### src/rtl/msx_slot_write_capture.sv
// MSX slot bus front end: qualifies memory writes to this slot and emits one bank-register strobe
// per bus cycle. Build option MSXCAP_GLITCH_FILTER_EN enables the FILTER_CYCLES qualify filter.
module msx_slot_write_capture #(
   parameter int unsigned MAPPER_TYPE   = 0,
   parameter int unsigned FILTER_CYCLES = 2
) (
   input  logic       SLOTCLK,
   input  logic       RESET,
   input  logic [3:0] A,
   input  logic [7:0] D,
   input  logic       WR,
   input  logic       MREQ,
   input  logic       IORQ,
   input  logic       RFSH,
   input  logic       EXSLTSL,
   output logic       BANK_WE,
   output logic [1:0] BANK_SEL,
   output logic [7:0] BANK_DATA,
   output logic       BUSY
);

   typedef struct packed {
      logic [3:0] a;
      logic [7:0] d;
      logic       wr;
      logic       mreq;
      logic       iorq;
      logic       rfsh;
      logic       exsltsl;
   } bus_t;

   localparam bus_t BusIdle = '{a: 4'h0, d: 8'h00, wr: 1'b1, mreq: 1'b1, iorq: 1'b1,
                                rfsh: 1'b1, exsltsl: 1'b1};

`ifdef MSXCAP_GLITCH_FILTER_EN
   typedef enum logic [1:0] {StIdle, StQual, StFire, StHold} state_e;
   localparam logic [2:0] FilterLim = 3'(FILTER_CYCLES);
   logic [2:0] qcnt_q;
   logic [2:0] qcnt_inc;
   assign qcnt_inc = qcnt_q + 3'd1;
`else
   typedef enum logic [1:0] {StIdle, StFire, StHold} state_e;
`endif

   state_e     state_q;
   bus_t       s1_q;
   bus_t       s2_q;
   logic       qualified;
   logic       released;
   logic       hit;
   logic [1:0] idx;

   assign qualified = ~s2_q.wr & ~s2_q.mreq & ~s2_q.exsltsl & s2_q.iorq & s2_q.rfsh;
   assign released  = s2_q.wr | s2_q.exsltsl;

   always_comb begin
      hit = 1'b0;
      idx = 2'd0;
      case (MAPPER_TYPE)
         32'd0: begin
            case (s2_q.a)
               4'h5:    begin hit = 1'b1; idx = 2'd0; end
               4'h7:    begin hit = 1'b1; idx = 2'd1; end
               4'h9:    begin hit = 1'b1; idx = 2'd2; end
               4'hB:    begin hit = 1'b1; idx = 2'd3; end
               default: ;
            endcase
         end
         32'd1: begin
            case (s2_q.a)
               4'h6:    begin hit = 1'b1; idx = 2'd1; end
               4'h8:    begin hit = 1'b1; idx = 2'd2; end
               4'hA:    begin hit = 1'b1; idx = 2'd3; end
               default: ;
            endcase
         end
         32'd2: begin
            case (s2_q.a)
               4'h6:    begin hit = 1'b1; idx = 2'd0; end
               4'h7:    begin hit = 1'b1; idx = 2'd1; end
               default: ;
            endcase
         end
         default: ;
      endcase
   end

   always_ff @(posedge SLOTCLK or posedge RESET) begin
      if (RESET) begin
         state_q   <= StIdle;
         s1_q      <= BusIdle;
         s2_q      <= BusIdle;
         BANK_WE   <= 1'b0;
         BANK_SEL  <= 2'd0;
         BANK_DATA <= 8'h00;
         BUSY      <= 1'b0;
`ifdef MSXCAP_GLITCH_FILTER_EN
         qcnt_q    <= 3'd0;
`endif
      end else begin
         // All bus signals share one capture so address, data and strobes stay coherent.
         s1_q    <= bus_t'({A, D, WR, MREQ, IORQ, RFSH, EXSLTSL});
         s2_q    <= s1_q;
         BANK_WE <= 1'b0;
         case (state_q)
            StIdle: begin
               if (qualified) begin
                  BUSY <= 1'b1;
                  if (!hit) begin
                     state_q <= StHold;
                  end else begin
                     BANK_SEL  <= idx;
                     BANK_DATA <= s2_q.d;
`ifdef MSXCAP_GLITCH_FILTER_EN
                     qcnt_q <= 3'd1;
                     if (FilterLim == 3'd1) begin
                        state_q <= StFire;
                        BANK_WE <= 1'b1;
                     end else begin
                        state_q <= StQual;
                     end
`else
                     state_q <= StFire;
                     BANK_WE <= 1'b1;
`endif
                  end
               end
            end
`ifdef MSXCAP_GLITCH_FILTER_EN
            StQual: begin
               if (qualified && hit && (idx == BANK_SEL)) begin
                  BANK_DATA <= s2_q.d;
                  qcnt_q    <= qcnt_inc;
                  if (qcnt_inc == FilterLim) begin
                     state_q <= StFire;
                     BANK_WE <= 1'b1;
                  end
               end else begin
                  // Too short or address moved: treat as a glitch and drop it silently.
                  state_q <= StIdle;
                  qcnt_q  <= 3'd0;
                  BUSY    <= 1'b0;
               end
            end
`endif
            StFire: begin
               state_q <= StHold;
            end
            StHold: begin
               if (released) begin
                  state_q <= StIdle;
                  BUSY    <= 1'b0;
`ifdef MSXCAP_GLITCH_FILTER_EN
                  qcnt_q  <= 3'd0;
`endif
               end
            end
            default: begin
               state_q <= StIdle;
               BUSY    <= 1'b0;
            end
         endcase
      end
   end

endmodule

### config.mk
export PLATFORM = sky130hd
export DESIGN_NAME = msx_slot_write_capture
export DESIGN_NICKNAME = d
export VERILOG_FILES = /design/src/rtl/msx_slot_write_capture.sv
export SDC_FILE = /design/constraint.sdc
export NUM_CORES = 1
export LEC_CHECK = 0
export ABC_AREA = 1
export ABC_CLOCK_PERIOD_IN_PS = 2500
export BUFFER_PORTS_ARGS = -buffer_cell sky130_fd_sc_hd__buf_2
export CAP_MARGIN = 20
export CORE_UTILIZATION = 50
export CTS_CLUSTER_SIZE = 20
export DETAILED_ROUTE_END_ITERATION = 6
export PLACE_DENSITY = 0.76
export SYNTH_ARGS = -nofsm -noshare
export SYNTH_HDL_FRONTEND = slang
export SYNTH_SLANG_ARGS = --single-unit
### constraint.sdc
create_clock -name SLOTCLK -period 2.5 [get_ports SLOTCLK]
set_input_delay 0.5 -clock SLOTCLK [delete_from_list [all_inputs] [get_ports SLOTCLK]]
set_output_delay 0.5 -clock SLOTCLK [all_outputs]
set_load 0.03 [all_outputs]
==> results of run 1 <==
critical path, delay by kind of cell (launching register included):
family        cells  cell delay, ns
buf+inv           1            0.08
simple gates      5            0.87
flops             1            0.41
worst max-delay path by stage:
stage | start | endpoint
4_1_cts | BANK_SEL[0] | BANK_SEL[0]
2_1_floorplan | RESET | BANK_DATA[0]
3_3_place_gp | s2_q[1] | BANK_DATA[1]
6_report | s2_q[15] | BANK_SEL[1]
5_1_grt | s2_q[15] | BANK_DATA[1]
3_5_place_dp | s2_q[15] | BANK_SEL[1]
routing by layer:
| layer | vias up | routed length, um | GRT usage |
|---|---|---|---|
| met5 | - | 0 | 0 |
| met4 | 0 | 68 | 0.0952 |
| met3 | 8 | 146 | 0.0670 |
| met2 | 33 | 1010 | 0.227 |
| met1 | 419 | 907 | 0.185 |
| li1 | 448 | - | - |
cells in the final DEF, fill, tap and decap left out, drive strengths merged:
cell	count
a21oi	1
buf	30
bufinv	1
clkbuf	5
clkinv	1
clkinvlp	1
dfrtp	38
dfstp	10
inv	11
nand2	35
nand3	5
nand4	10
nor2	7
o21ai	1
cells in the mapped netlist:
| cell type | instances | area [um2] |
|---|---|---|
| buf_4 | 2 | 15.0 |
| inv_1 | 9 | 33.8 |
| dfrtp_1 | 38 | 951 |
| dfstp_2 | 10 | 263 |
| nand3_2 | 1 | 10.0 |
| buf_6 | 1 | 11.3 |
| nor2_1 | 4 | 15.0 |
| nand2_2 | 1 | 6.26 |
| nand2_1 | 34 | 128 |
| nor2_4 | 2 | 22.5 |
| nor2_2 | 1 | 6.26 |
| o21ai_1 | 1 | 5.00 |
| nand4_1 | 10 | 62.6 |
| inv_2 | 2 | 7.51 |
| a21oi_1 | 1 | 5.00 |
| buf_2 | 1 | 5.00 |
| nand3_1 | 4 | 20.0 |
report_power, final:
| group | total (mW) | leakage [nW] | switching (mW) | internal [mW] |
|---|---|---|---|---|
| Clock | 0.435 | 0.0412 | 0.226 | 0.208 |
| Combinational | 0.234 | 0.340 | 0.171 | 0.0631 |
| Sequential | 0.883 | 0.575 | 0.0339 | 0.849 |
| Total | 1.55 | 0.956 | 0.431 | 1.12 |
sequential cells by signal, indices dropped and copies added (netlist names):
| signal | flops |
|---|---|
| BUSY | 1 |
| BANK_SEL | 2 |
| BANK_DATA | 8 |
| BANK_WE | 1 |
| s1_q | 17 |
| s2_q | 17 |
| state_q | 2 |
metrics by stage:
stage	hold slack [ns]	cell area, um2
4_1_cts	0.207	1800
2_1_floorplan	0.331	1570
5_1_grt	0.201	1800
3_3_place_gp	0.334	1720
3_5_place_dp	0.335	1720
6_report	0.233	1800
kinds of logic (layout without fill, tap and decap cells):
| group | count (synthesis) | count (layout) |
|---|---|---|
| simple gates | 57 | 57 |
| flops | 48 | 48 |
| buf+inv | 15 | 49 |
| compound gates | 2 | 2 |
layout make-up:
class / count / area, um2
fillers: 210 / 1050
well taps: 31 / 38.8
inverters: 11 / 41.3
clock buffers: 5 / 37.5
repair buffers: 30 / 150
multi-input cells: 59 / 280
clock inverters: 3 / 42.5
flip-flops and latches: 48 / 1210
==> flow_summary.yaml, run 1 <==
die:
  core_area_um2: 2850
  die-height_um: 58.0
  die-area_um2: 3360
  io_pins: 31
  initial_utilization: 0.549
  fp.dieW_um: 58.0
  rows: 19
timing:
  min_period_over_period: 0.584
  finalHoldViolations: 0
  rsz0062_at_grt: "false"
  finalSetupViolations: 0
  postLayoutSetupSlackWorst_ns: 1.04
  tightest_slew_ns: 0.910
  period_needed_ns: 1.46
  timing.fmax_mhz: 685
  relSlewSlack: 0.393
  fin_skew_ns: 0.00674
  finalSetupTns_ns: 0
  final_max_slew_viol_count: 0
logic_synthesis:
  synth.area.mux_share: 0
  netlist_area_um2: 1570
  synthSimpleGateAreaFrac: 0.173
  synth-xor-area-share: 0
  ys_warn_count: 0
  synth_cells: 122
  mappedNetlistNets: 141
  synth-seq-cells: 48
  synth-seq-area-share: 0.775
  synth_compound_area_frac: 0.00639
  synthAdderAreaFrac: 0
  ys_types: 17
  avgSynthCellArea_um2: 12.8
  synth_top_family_by_area: "simple AND/OR/NAND/NOR gates"
placement:
  dp.cells: 179
  place_ws_ns: 1.07
  dpl.hpwl_mm: 1.49
  gp_congestion: 0.752
  portBuffers: 30
detailed_routing:
  drt-total-wl_mm: 2.13
  antenna_left: 0
  post-route-drc-count: 1
  drtPass1Iterations: 6
  drtIter0Drc: 24
  vias_per_cell: 4.86
  vias: 908
  wl_per_cell_um: 11.4
critical_path:
  r2r-end: "BANK_SEL[1]"
  cpMaxStageDelayCell: "dfrtp_1"
  critical_path_required_ns: 2.76
  crit_path_start_kind: "register"
  ff2ff_setup_slack_ns: 1.04
  worstPathCellList: "inv_1 > nand3_1 > nand2_1 > nand3_2 > nand2_1 > nand2_1"
  reg2reg_from: "s2_q[15]"
  critPathArrivalTime_ns: 1.72
  r2r_cells: 6
  cp_common_cell: "nand2_1"
  worst-setup-path-type: "register to register"
  critPathCaptureType: "register"
  cpPeakStageDelay_ns: 0.41
  cp_max_fo: 12
cells_and_area:
  finish.utilization: 0.632
  fin_cells: 187
  fin_nets: 174
  drive_above_1_share: 0.359
  num_antenna_cells: 0
  area_growth_pct: 15.2
cts:
  path_clk_slew_ns: 0.13
  cts_sinks: 48
  cts_hold_buffers: 0
  post-cts-setup-buffer-count: 0
  cts_tree: "done"
  cts_root_buf: "clkbuf_4"
  cts_buffer_depth: 2
  cts_buffers: 5
  htreeDepth: 2
  cts_resized: 0
  insertion_delay_ns: 0.35
flow_run:
  cap_violations: 0
grt:
  antenna_found_initial: 0
  track_usage: 0.153
  grt_pass1_vias: 841
  grt-ovfl-total: 0
  grt_max_degree: 49
  grt_pass1_wl_mm: 3.55
min_path:
  worstHoldPathType: "input pin to register"
  min_path_cells: 1
  hold_start: "WR"
  min_to: "s1_q[4]"
power_and_ir_drop:
  p_per_area_nw_per_um2: 860
  cellLeakagePower_nw: 0.956
  ir_worst_vdd_v: 0.000481
  p_total_mw: 1.55
status:
  outcome: "finished, violations left"
  failed_checks: "design-rule violations"
No activity file was read; power rests on OpenSTA's default activity.
==> run 2, diff against run 1 <==
--- a/config.mk
+++ b/config.mk
@@ -6,13 +6,13 @@
 export NUM_CORES = 1
 export LEC_CHECK = 0
 export ABC_AREA = 1
-export ABC_CLOCK_PERIOD_IN_PS = 2500
+export ABC_CLOCK_PERIOD_IN_PS = 1200
 export BUFFER_PORTS_ARGS = -buffer_cell sky130_fd_sc_hd__buf_2
 export CAP_MARGIN = 20
-export CORE_UTILIZATION = 50
+export CORE_UTILIZATION = 47
 export CTS_CLUSTER_SIZE = 20
 export DETAILED_ROUTE_END_ITERATION = 6
-export PLACE_DENSITY = 0.76
+export PLACE_DENSITY = 0.75
 export SYNTH_ARGS = -nofsm -noshare
 export SYNTH_HDL_FRONTEND = slang
 export SYNTH_SLANG_ARGS = --single-unit
==> constraint.sdc (replaced) <==
create_clock -name SLOTCLK -period 1.2 [get_ports SLOTCLK]
set_input_delay 0.24 -clock SLOTCLK [delete_from_list [all_inputs] [get_ports SLOTCLK]]
set_output_delay 0.24 -clock SLOTCLK [all_outputs]
set_load 0.03 [all_outputs]
==> flow_summary.yaml, run 2 (synthesized netlist as in run 1, its figures left out) <==
critical_path:
  critPathCaptureType: "register"
  r2r_cells: 6
  reg2reg_from: "s2_q[0]"
  worst-setup-path-type: "register to register"
  cp_num_buf_inv: 2
  crit_end: "state_q[0]"
  cp_max_fo: 3
  r2r-end: "state_q[0]"
  critPathArrivalTime_ns: 1.51
  ff2ff_setup_slack_ns: -0.02
  worstPathCellList: "nor2_4 > buf_4 > buf_4 > nand2_1 > nand2_1 > nor2_1"
  crit_family: "flip-flops"
  cpMaxStageDelayCell: "dfstp_2"
  crit_path_start_kind: "register"
  critical_path_required_ns: 1.49
  cpPeakStageDelay_ns: 0.57
  cp.depth: 6
  startpoint: "s2_q[0]"
grt:
  grt_max_degree: 31
  grt_pass1_vias: 985
  track_usage: 0.165
  grt-ovfl-total: 0
  antenna_found_initial: 0
  grt_pass1_wl_mm: 4.16
cts:
  insertion_delay_ns: 0.35
  cts_root_buf: "clkbuf_4"
  htreeDepth: 2
  cts_sinks: 48
  cts_buffer_depth: 2
  cts_buffers: 5
  path_clk_slew_ns: 0.13
  cts_tree: "done"
detailed_routing:
  met2WireLength_mm: 1.41
  drtPass1Iterations: 4
  vias: 1094
  wl_per_cell_um: 11.5
  drt-total-wl_mm: 2.72
  post-route-drc-count: 0
  wl_met1_mm: 1.11
  highest_layer: "met4"
  vias_per_cell: 4.62
  drtIter0Drc: 20
  antenna_left: 0
  route.met3.wl_um: 136
cells_and_area:
  nFillCells: 227
  area_growth_pct: 43.8
  fin_nets: 211
  regArea_um2: 1210
  final_common_cell: "dfrtp_1"
  fin_cells: 237
  top_regs: "s1_q: 17 flops, s2_q: 17 flops, BANK_DATA: 8 flops"
  num_antenna_cells: 0
  multi_input_area_um2: 339
  layout_common_cells: "38 x dfrtp_1, 27 x nand2_1, 19 x buf_4, 19 x buf_2, 18 x dlygate4sd3_1"
  drive_above_1_share: 0.440
power_and_ir_drop:
  p_per_area_nw_per_um2: 1510
  ir_worst_vdd_v: 0.000914
  cellLeakagePower_nw: 1.13
placement:
  dpl.hpwl_mm: 1.56
  gp_congestion: 0.756
  dp.cells: 196
  portBuffers: 30
  place_ws_ns: -0.0387
timing:
  fin_skew_ns: 0.00669
  min_period_over_period: 1.02
  period_needed_ns: 1.22
  timing.fmax_mhz: 820
  holdWs_ns: 0.363
  tightest_slew_ns: 0.403
  finalSetupViolations: 2
  relSlewSlack: 0.731
  postLayoutSetupSlackWorst_ns: -0.0202
  finalHoldViolations: 0
  final_max_slew_viol_count: 0
  rsz0062_at_grt: "true"
min_path:
  worstHoldPathType: "register to register"
flow_run:
  cap_violations: 0
die:
  io_pins: 31
  initial_utilization: 0.505
  fp.dieW_um: 59.7
  rows: 20
  die-area_um2: 3570
  die-height_um: 59.7
  core_area_um2: 3100
status:
  outcome: "finished, violations left"
  failed_checks: "negative setup slack"
-- run 2: changes by cell type in the layout (fill, tap and decap cells not counted), moves of 7 or more --
cell           previous run  this run
dlygate4sd3_1             0        18
nand2_2                   1         8
buf_4                     0        19
buf_2                    30        19
buf_6                     0         9
nand2_1                  34        27
-- run 2: repair_timing --
item / 4_1_cts / 5_1_grt
endpoints found under the setup margin: 10 / 24
hold endpoints to repair: 25 / 0
resized for setup: 4 / 41
pin swaps: 1 / 5
hold buffers: 18 / 0
setup buffers: 0 / 13
gates cloned: 1 / 1
-- run 2: report_power, final --
part	switching, mW	internal [mW]	total [mW]
combinational	0.457	0.360	0.817
sequential	0.0925	1.77	1.86
clock	0.492	0.237	0.729
total	1.04	2.37	3.41
-- run 2: worst min-delay path by stage --
| stage | end | start | depth (start not counted) |
|---|---|---|---|
| floorplan | s1_q[0] | EXSLTSL | 0 |
| global placement | s1_q[15] | RESET | 2 |
| detailed placement | s1_q[15] | RESET | 2 |
| CTS | s2_q[15] | s1_q[15] | 0 |
| global route | s2_q[1] | s1_q[1] | 0 |
| finish | s2_q[15] | s1_q[15] | 0 |
-- run 2: per-stage QoR --
| step | cell area (um2) | power [mW] | TNS, ns | util |
|---|---|---|---|---|
| 2_1_floorplan | 1570 | 2.22 | 0 | - |
| 3_3_place_gp | 1790 | 2.37 | 0 | 0.576 |
| 3_5_place_dp | 1790 | 2.40 | -0.134 | 0.576 |
| 4_1_cts | 2060 | 3.21 | 0 | 0.663 |
| 5_1_grt | 2250 | 3.61 | -0.623 | 0.726 |
| 6_report | 2250 | 3.41 | -0.0257 | 0.726 |
-- run 2: layout make-up --
| cell class | instances | share of cell area |
|---|---|---|
| clock buffers | 5 | 0.0167 |
| multi-input cells | 60 | 0.151 |
| well taps | 44 | 0.0244 |
| inverters | 11 | 0.0200 |
| clock inverters | 3 | 0.0100 |
| flip-flops and latches | 48 | 0.539 |
| repair buffers | 66 | 0.239 |
-- run 2: per-layer routing --
metal  track usage  vias to the layer above
met4        0.0598                        0
met5             0                        -
met2         0.263                       37
met1         0.204                      523
met3        0.0649                        8
li1              -                      526
==> run 3, diff against run 2 <==
--- a/config.mk
+++ b/config.mk
@@ -6,13 +6,14 @@
 export NUM_CORES = 1
 export LEC_CHECK = 0
 export ABC_AREA = 1
-export ABC_CLOCK_PERIOD_IN_PS = 1200
+export ABC_CLOCK_PERIOD_IN_PS = 1250
 export BUFFER_PORTS_ARGS = -buffer_cell sky130_fd_sc_hd__buf_2
 export CAP_MARGIN = 20
-export CORE_UTILIZATION = 47
+export CORE_UTILIZATION = 50
+export CTS_BUF_LIST = sky130_fd_sc_hd__clkbuf_8
 export CTS_CLUSTER_SIZE = 20
 export DETAILED_ROUTE_END_ITERATION = 6
-export PLACE_DENSITY = 0.75
+export PLACE_DENSITY = 0.76
 export SYNTH_ARGS = -nofsm -noshare
 export SYNTH_HDL_FRONTEND = slang
 export SYNTH_SLANG_ARGS = --single-unit
==> constraint.sdc (replaced) <==
create_clock -name SLOTCLK -period 1.25 [get_ports SLOTCLK]
set_input_delay 0.25 -clock SLOTCLK [delete_from_list [all_inputs] [get_ports SLOTCLK]]
set_output_delay 0.25 -clock SLOTCLK [all_outputs]
set_load 0.03 [all_outputs]
==> flow_summary.yaml, run 3 (synthesized netlist as in run 1, its figures left out) <==
critical_path:
  cpPeakStageDelay_ns: 0.52
  critPathArrivalTime_ns: 1.43
  worstPathCellList: "nand2_1 > nor2_4 > buf_4 > nand4_1 > nand2_1"
  crit_path_start_kind: "register"
  cp_common_cell: "nand2_1"
  cp_max_fo: 11
  critPathCaptureType: "register"
  worst-setup-path-type: "register to register"
  critical_path_required_ns: 1.49
  cpMaxStageDelayCell: "dfstp_2"
power_and_ir_drop:
  ir_worst_vdd_v: 0.00117
  pwr-share-comb: 0.151
  pwr-share-clk: 0.320
  p_per_area_nw_per_um2: 1760
  internal-power_mw: 2.45
  seq_power_share: 0.529
  p_switching_mw: 0.892
  swShare: 0.267
  cellLeakagePower_nw: 0.993
cts:
  cts_tree: "done"
  insertion_delay_ns: 0.29
  htreeDepth: 2
  path_clk_slew_ns: 0.08
  cts_buffers: 5
  cts_root_buf: "clkbuf_8"
  cts_sinks: 48
  cts_buffer_depth: 2
die:
  io_pins: 31
  initial_utilization: 0.549
  core_area_um2: 2850
  die-height_um: 58.0
  fp.dieW_um: 58.0
  die-area_um2: 3360
  rows: 19
placement:
  dpl.hpwl_mm: 1.52
  gp_congestion: 0.736
  portBuffers: 30
  dp.cells: 183
timing:
  timing.fmax_mhz: 839
  finalSetupViolations: 0
  final_max_slew_viol_count: 0
  fin_skew_ns: 0.00583
  min_period_over_period: 0.954
  finalSetupTns_ns: 0
  rsz0062_at_grt: "true"
  relSlewSlack: 0.683
  tightest_slew_ns: 0.475
  period_needed_ns: 1.19
  finalHoldViolations: 0
grt:
  grt_pass1_vias: 858
  grt_pass1_wl_mm: 3.64
  antenna_found_initial: 0
  grt-ovfl-total: 0
  track_usage: 0.156
  grt_max_degree: 28
detailed_routing:
  vias: 911
  wl_per_cell_um: 11.3
  antenna_left: 0
  vias_per_cell: 4.74
  drtIter0Drc: 29
  post-route-drc-count: 1
  drt-total-wl_mm: 2.18
  drtPass1Iterations: 7
cells_and_area:
  fin_nets: 179
  num_antenna_cells: 0
  top_regs: "s1_q: 17 flops, s2_q: 17 flops, BANK_DATA: 8 flops"
  area_growth_pct: 21.2
  drive_above_1_share: 0.373
  fin_cells: 192
  layout_common_cells: "38 x dfrtp_1, 34 x nand2_1, 30 x buf_2"
  final_common_cell: "dfrtp_1"
status:
  outcome: "finished, violations left"
  failed_checks: "design-rule violations"
min_path:
  worstHoldPathType: "input pin to register"
flow_run:
  cap_violations: 0
[run 3: metrics by stage]
stage               hold WS (ns)  cell area, um2  setup slack (ns)  power, mW   util
floorplan                  0.254            1570             0.120       2.13      -
global placement           0.287            1770            0.0745       2.27  0.621
detailed placement         0.300            1770            0.0215       2.30  0.621
CTS                       0.0323            1890           0.00799       3.38  0.663
global route              0.0285            1900          -0.00299       3.51  0.666
finish                    0.0490            1900            0.0576       3.34  0.666
[run 3: timing repair]
action	4_1_cts	5_1_grt
gates resized for setup	0	1
hold buffers	1	0
setup buffers	0	0
endpoints found under the hold margin	11	0
setup endpoints to repair	0	10
[run 3: layout make-up]
cell class	instances	area, um2
Clock buffer	5	68.8
Clock inverter	3	42.5
Fill cell	211	953
Inverter	11	45.0
Multi-Input combinational cell	59	288
Sequential cell	48	1210
Tap cell	31	38.8
Timing Repair Buffer	35	203
[run 3: routing by layer]
metal / vias to the layer above / share of wire / track usage / wire length (um)
met5: - / 0 / 0 / 0
met4: 0 / 0.012 / 0.0918 / 27
met3: 2 / 0.058 / 0.0670 / 127
met2: 30 / 0.47 / 0.230 / 1020
met1: 424 / 0.46 / 0.195 / 996
li1: 455 / - / - / -
[run 3: worst max-delay path: cells and delay by family, from the launching register on]
family                 cells  cell delay, ns
buffers and inverters      1            0.18
and+or+nand+nor            4            0.44
DFF                        1            0.52
[run 3: worst paths after layout]
| check | startpoint | to | slack (ns) | cells after the start |
|---|---|---|---|---|
| worst max register to register | s2_q[1] | BANK_DATA[0] | 0.06 | 5 |
| worst min register to register | s1_q[15] | s2_q[15] | 0.35 | 0 |
| max in group asynchronous | RESET | BANK_SEL[0] | 0.27 | 4 |
| worst max-delay path | s2_q[1] | BANK_DATA[0] | 0.06 | 5 |
| min in group asynchronous | RESET | s1_q[11] | 0.52 | 3 |
| worst min-delay path | EXSLTSL | s1_q[0] | 0.05 | 1 |
[run 3: power groups by stage]
stage | Sequential, mW | Clock, mW | Combinational, mW
after global routing | 1.78 | 1.16 | 0.561
final | 1.77 | 1.07 | 0.504
after CTS | 1.77 | 1.11 | 0.503
after detailed placement | 1.80 | 0 | 0.498
after global placement | 1.79 | 0 | 0.486
after floorplan | 1.91 | 0 | 0.219
